[config.mk]
export PLATFORM = sky130hd
export DESIGN_NAME = gpr_file_sb
export DESIGN_NICKNAME = d
export VERILOG_FILES = /design/src/rtl/gpr_file_sb.sv
export SDC_FILE = /design/constraint.sdc
export NUM_CORES = 2
export LEC_CHECK = 0
export BUFFER_PORTS_ARGS = -buffer_cell sky130_fd_sc_hd__buf_2
export CELL_PAD_IN_SITES_DETAIL_PLACEMENT = 0
export CELL_PAD_IN_SITES_GLOBAL_PLACEMENT = 1
export CORE_UTILIZATION = 35
export CTS_CLUSTER_SIZE = 10
export DETAILED_ROUTE_END_ITERATION = 8
export MAX_ROUTING_LAYER = met4
export PLACE_DENSITY_LB_ADDON = 0.25
export SLEW_MARGIN = 20
export SYNTH_ARGS = -nofsm -noshare
export SYNTH_HDL_FRONTEND = slang
export SYNTH_SLANG_ARGS = --single-unit
[constraint.sdc]
create_clock -name clk -period 4.15 [get_ports clk]
set_clock_uncertainty 0.2 [all_clocks]
set_input_delay 0.83 -clock clk [delete_from_list [all_inputs] [get_ports clk]]
set_output_delay 0.83 -clock clk [all_outputs]
set_load 0.02 [all_outputs]
[src/rtl/gpr_file_sb.sv]
// gpr_file_sb -- parametrised general-purpose register file with a
// per-register pending-write scoreboard for the ID-stage hazard unit.
//
// Parameters:
//   DATA_W   register width in bits
//   ADDR_W   address width; depth = 2**ADDR_W
//   NUM_RD   number of read ports (1..4)
//   ZERO_REG 1 = register 0 reads as zero and ignores writes
//   PEND_W   pending-counter width; max outstanding writes = 2**PEND_W-1
//
// Ports:
//   clk, rst          clock, synchronous active-high reset
//   we/waddr/wdata    writeback port (WB stage)
//   rd_en/rd_addr     per-port read enable and packed read addresses
//   rd_data/rd_busy   packed read data and per-port scoreboard hit (comb.)
//   iss_valid/iss_addr issuing instruction that will write iss_addr
//   iss_full          pending counter of iss_addr saturated, issue must stall
//   flush             clears all pending counters
module gpr_file_sb #(
  parameter int DATA_W   = 32,
  parameter int ADDR_W   = 5,
  parameter int NUM_RD   = 2,
  parameter int ZERO_REG = 1,
  parameter int PEND_W   = 2
) (
  input  logic                     clk,
  input  logic                     rst,
  input  logic                     we,
  input  logic [ADDR_W-1:0]        waddr,
  input  logic [DATA_W-1:0]        wdata,
  input  logic [NUM_RD-1:0]        rd_en,
  input  logic [NUM_RD*ADDR_W-1:0] rd_addr,
  output logic [NUM_RD*DATA_W-1:0] rd_data,
  output logic [NUM_RD-1:0]        rd_busy,
  input  logic                     iss_valid,
  input  logic [ADDR_W-1:0]        iss_addr,
  output logic                     iss_full,
  input  logic                     flush
);

  localparam int DEPTH = 2 ** ADDR_W;
  localparam logic [PEND_W-1:0] PEND_MAX  = {PEND_W{1'b1}};
  localparam logic [PEND_W-1:0] PEND_ONE  = PEND_W'(1);
  localparam logic [PEND_W-1:0] PEND_ZERO = {PEND_W{1'b0}};
  localparam logic [ADDR_W-1:0] ADDR_ZERO = {ADDR_W{1'b0}};

  logic [DATA_W-1:0] regs     [DEPTH];
  logic [PEND_W-1:0] pend     [DEPTH];
  logic [PEND_W-1:0] pend_nxt [DEPTH];
  logic [ADDR_W-1:0] ra       [NUM_RD];

  logic wr_ok;    // writeback targets a writable register
  logic iss_ok;   // issue targets a writable register
  logic iss_sat;  // issue target counter is saturated
  logic iss_acc;  // issue is accepted into the scoreboard

  // Unpack the read address bus into one address per port.
  for (genvar g = 0; g < NUM_RD; g++) begin : g_unpack
    assign ra[g] = rd_addr[g*ADDR_W +: ADDR_W];
  end

  // Qualify writeback and issue against the hard-wired zero register.
  always_comb begin
    if ((ZERO_REG != 0) && (waddr == ADDR_ZERO)) begin
      wr_ok = 1'b0;
    end else begin
      wr_ok = we;
    end
    if ((ZERO_REG != 0) && (iss_addr == ADDR_ZERO)) begin
      iss_ok = 1'b0;
    end else begin
      iss_ok = iss_valid;
    end
    iss_sat = iss_valid && (pend[iss_addr] == PEND_MAX);
    iss_acc = iss_ok && !iss_sat;
    // Full is deliberately blind to a same-cycle writeback (conservative stall).
    if (rst) begin
      iss_full = 1'b0;
    end else begin
      iss_full = iss_sat;
    end
  end

  // Next value of every pending counter: flush wins, issue+writeback on the
  // same register cancel, otherwise count up on issue or down on writeback.
  always_comb begin
    for (int i = 0; i < DEPTH; i++) begin
      pend_nxt[i] = pend[i];
      if (flush) begin
        pend_nxt[i] = PEND_ZERO;
      end else if (iss_acc && (iss_addr == ADDR_W'(i)) &&
                   wr_ok && (waddr == ADDR_W'(i))) begin
        pend_nxt[i] = pend[i];
      end else if (iss_acc && (iss_addr == ADDR_W'(i))) begin
        pend_nxt[i] = pend[i] + PEND_ONE;
      end else if (wr_ok && (waddr == ADDR_W'(i)) && (pend[i] != PEND_ZERO)) begin
        pend_nxt[i] = pend[i] - PEND_ONE;
      end else begin
        pend_nxt[i] = pend[i];
      end
    end
  end

  // Register array and scoreboard state; reset clears both, flush only the counters.
  always_ff @(posedge clk) begin
    if (rst) begin
      for (int i = 0; i < DEPTH; i++) begin
        regs[i] <= {DATA_W{1'b0}};
        pend[i] <= PEND_ZERO;
      end
    end else begin
      if (wr_ok) begin
        regs[waddr] <= wdata;
      end
      for (int i = 0; i < DEPTH; i++) begin
        pend[i] <= pend_nxt[i];
      end
    end
  end

  // Read ports with write bypass; busy drops for the final in-flight write
  // because its data is already being forwarded this cycle.
  always_comb begin
    rd_data = {(NUM_RD*DATA_W){1'b0}};
    rd_busy = {NUM_RD{1'b0}};
    for (int k = 0; k < NUM_RD; k++) begin
      if (rst || !rd_en[k] || ((ZERO_REG != 0) && (ra[k] == ADDR_ZERO))) begin
        rd_data[k*DATA_W +: DATA_W] = {DATA_W{1'b0}};
        rd_busy[k]                  = 1'b0;
      end else begin
        if (wr_ok && (waddr == ra[k])) begin
          rd_data[k*DATA_W +: DATA_W] = wdata;
        end else begin
          rd_data[k*DATA_W +: DATA_W] = regs[ra[k]];
        end
        if (pend[ra[k]] == PEND_ZERO) begin
          rd_busy[k] = 1'b0;
        end else if (wr_ok && (waddr == ra[k]) && (pend[ra[k]] == PEND_ONE)) begin
          rd_busy[k] = 1'b0;
        end else begin
          rd_busy[k] = 1'b1;
        end
      end
    end
  end

endmodule

==> impl_metrics.toml <==
[run_status]
outcome = "finished, final reports clean"

[routing]
drc_errors = 0
wire_per_inst_um = 35.75
wl_met1_mm = 94.97
vias = 39260
met3WireLength_mm = 21.01
first_pass_iters = 5
wl_mm = 232.6
dr.first_iter.drc_count = 5393
vias_per_cell = 6.035
top_layer = "met4"
ant_nets = 0
wl_met2_mm = 108.4

[synth]
synth_sequential_area_ratio_pct = 53.29
netlist_instances = 3911
syn_area_sq_mm = 0.06010
synth-seq-cells = 1088
synth-edff-count = 1024
synth.distinct_cells = 74
ys_warn_count = 0
avgSynthCellArea_sq_um = 15.37
synthArstFlopShare_pct = 0
synth_ff_type = "edfxtp_1"

[layout]
syn2layout_area_growth_pct = 19.04
fin_util_pct = 42.07
drive_gt1_share_pct = 35.49
stdcell_count = 6505
mostFrequentLayoutCell = "edfxtp_1"
finalNetCount = 4266
layout_common_cells = "edfxtp_1 (1,024), and2_1 (996), mux4_2 (687)"

[place]
dpl.cell_count = 6251
portBuffers = 125
dp_slack_ns = -0.5942
dpl.hpwl_mm = 142.0
gp_congestion = 0.8633

[floorplanning]
die_w_um = 416.4
io_pins = 126
start_util_pct = 35.35
rows = 151
core-area_sq_mm = 0.1700
die_height_um = 416.4
die_area_sq_mm = 0.1734

[global_routing]
track_usage_pct = 27.48
grt_pass1_vias = 38070
grt_max_degree = 56
overflow = 0
grt_pass1_wl_mm = 317.0
antenna_found_initial = 32

[worst_setup_path]
cp_num_buf_inv = 6
start_kind = "input pin"
max_stage_delay_ns = 0.51
worst_ep_arrival_time_ns = 3.11
path_class = "in2out"
required_ns = 3.12
cpMostUsedCell = "buf_16"
critical_path.top_delay_family = "multiplexers"
cp_slowest_cell = "mux4_2"
crit_chain = "buf_16 > buf_16 > buf_16 > buf_12 > mux4_2 > mux4_2 > mux2i_2 > a211oi_2 > buf_4 > buf_6"
cp_max_fo = 10
crit_path_end_kind = "output pin"

[clocking]
cts.sinks = 1088
cts_buffers = 134
ctsHoldBuffers = 0
cts_max_path_buffers = 3
clk_pin_slew_ns = 0.05
cts_tree = "done"
insertion_delay_ns = 0.75
clockRootBuffer = "clkbuf_16"
cts_max_level = 4

[sta]
layout_setup_ws_ns = 0.01279
setup_viol = 0
rsz0062_at_grt = "yes"
tightest_slew_ns = 0.9432
hold_viol = 0
hold_ws_ns = 0.2647
slew_headroom_pct = 36.97
fmax_mhz = 241.7
fin_crit_ns = 4.137
post-route-period-util_pct = 99.69
drv_slew = 0

[run]
max-cap-violations = 0

[power]
leakagePower_uw = 0.02470
power_uw = 27560
ir_drop_mv = 0.3795
pwr_density_cell_mw_per_mm2 = 385.3

[min_path]
hold_class = "reg2reg"
## metal layers
layer / vias up / GRT usage [%]
met5: - / -
met4: 0 / 9.231
met3: 349 / 4.789
met2: 2111 / 41.81
met1: 21000 / 37.30
li1: 15800 / -
## worst paths after layout
path	start	to	slack (ns)	cells after the start
worst max-delay path	rd_addr[5]	rd_data[33]	0.01	10
worst min-delay path	pend[0][0]	pend[0][0]	0.26	2
worst max register to register	pend[21][0]	pend[18][0]	1.60	7
worst min register to register	pend[0][0]	pend[0][0]	0.26	2
## through the flow
stage | cell area [sq um] | TNS [ns]
6_report | 71540 | 0
3_5_place_dp | 66790 | -2.482
3_3_place_gp | 66790 | -3.266
2_1_floorplan | 60220 | 0
4_1_cts | 71060 | -0.05035
5_1_grt | 71520 | -0.07857
## power by group
part | switching (uW) | leakage (uW) | internal, uW
sequential | 288 | 0.0103 | 12600
clock | 4710 | 0.00187 | 6150
combinational | 2030 | 0.0125 | 1790
total | 7030 | 0.0247 | 20500
## flip-flops by register name, summed over array words and instances (netlist names)
register  count
pend         64
regs       1024
## area by class of cell
class | instances | area, sq um
fillers | 15160 | 98500
flip-flops and latches | 1088 | 32040
multi-input cells | 2425 | 27080
repair buffers | 537 | 5684
clock buffers | 178 | 3675
well taps | 2218 | 2775
clock inverters | 23 | 175.2
inverters | 21 | 78.83
diodes | 15 | 37.54
## logic make-up (layout without fill, tap and decap cells)
kind of cell,count (synthesis),after routing,synth area share [%]
compound gates,226,226,2.638
xor+xnor,18,18,0.2623
buf+inv,429,759,2.977
flops,1088,1088,53.29
mux,764,764,27.19
other cells,1,47,0.006239
simple gates,1385,1385,13.63
## worst reg2reg max path, delay by kind of cell, from the launching register on
family	cells	cell delay (ns)
AO/OA/AOI/OAI	2	0.58
buffers and inverters	1	0.19
flip-flops	1	0.37
multiplexers	2	0.85
AND/OR/NAND/NOR	2	0.26
## synth_stat cells, drive strengths merged, types with 2 or more instances
cell | instances | share of area [%]
edfxtp | 1024 | 51
and2 | 997 | 10
mux4 | 693 | 26
clkbuf | 299 | 1.9
nor2 | 119 | 0.74
buf | 107 | 0.93
a211oi | 89 | 1.1
nand2 | 85 | 0.55
mux2i | 69 | 1.1
dfxtp | 64 | 2.1
nand2b | 44 | 0.46
nor3 | 36 | 0.30
o21ai | 36 | 0.30
a21oi | 33 | 0.30
nand3 | 24 | 0.20
inv | 21 | 0.13
a31oi | 17 | 0.18
nand4 | 14 | 0.20
o21a | 14 | 0.17
nor2b | 12 | 0.12
or2 | 12 | 0.12
xor2 | 12 | 0.17
a21o | 8 | 0.10
and4 | 6 | 0.090
xnor2 | 6 | 0.087
and3 | 5 | 0.052
nor3b | 5 | 0.062
o211ai | 5 | 0.079
a221oi | 4 | 0.069
a31o | 4 | 0.058
nor4bb | 4 | 0.067
o221a | 4 | 0.075
or4 | 4 | 0.050
a21boi | 3 | 0.044
nand3b | 3 | 0.037
nand4b | 3 | 0.044
or3 | 3 | 0.031
a41oi | 2 | 0.029
and2b | 2 | 0.025
mux2 | 2 | 0.037
nor4 | 2 | 0.021
o22ai | 2 | 0.021
o31ai | 2 | 0.025
or4b | 2 | 0.033
## repair_timing
item | CTS | global route
gates resized for setup | 49 | 34
buffers inserted | 13 | 18
endpoints found under the setup margin | 22 | 31
pin swaps | 3 | 6
cloned | 2 | 5
Power figures use the tool's default switching activity.
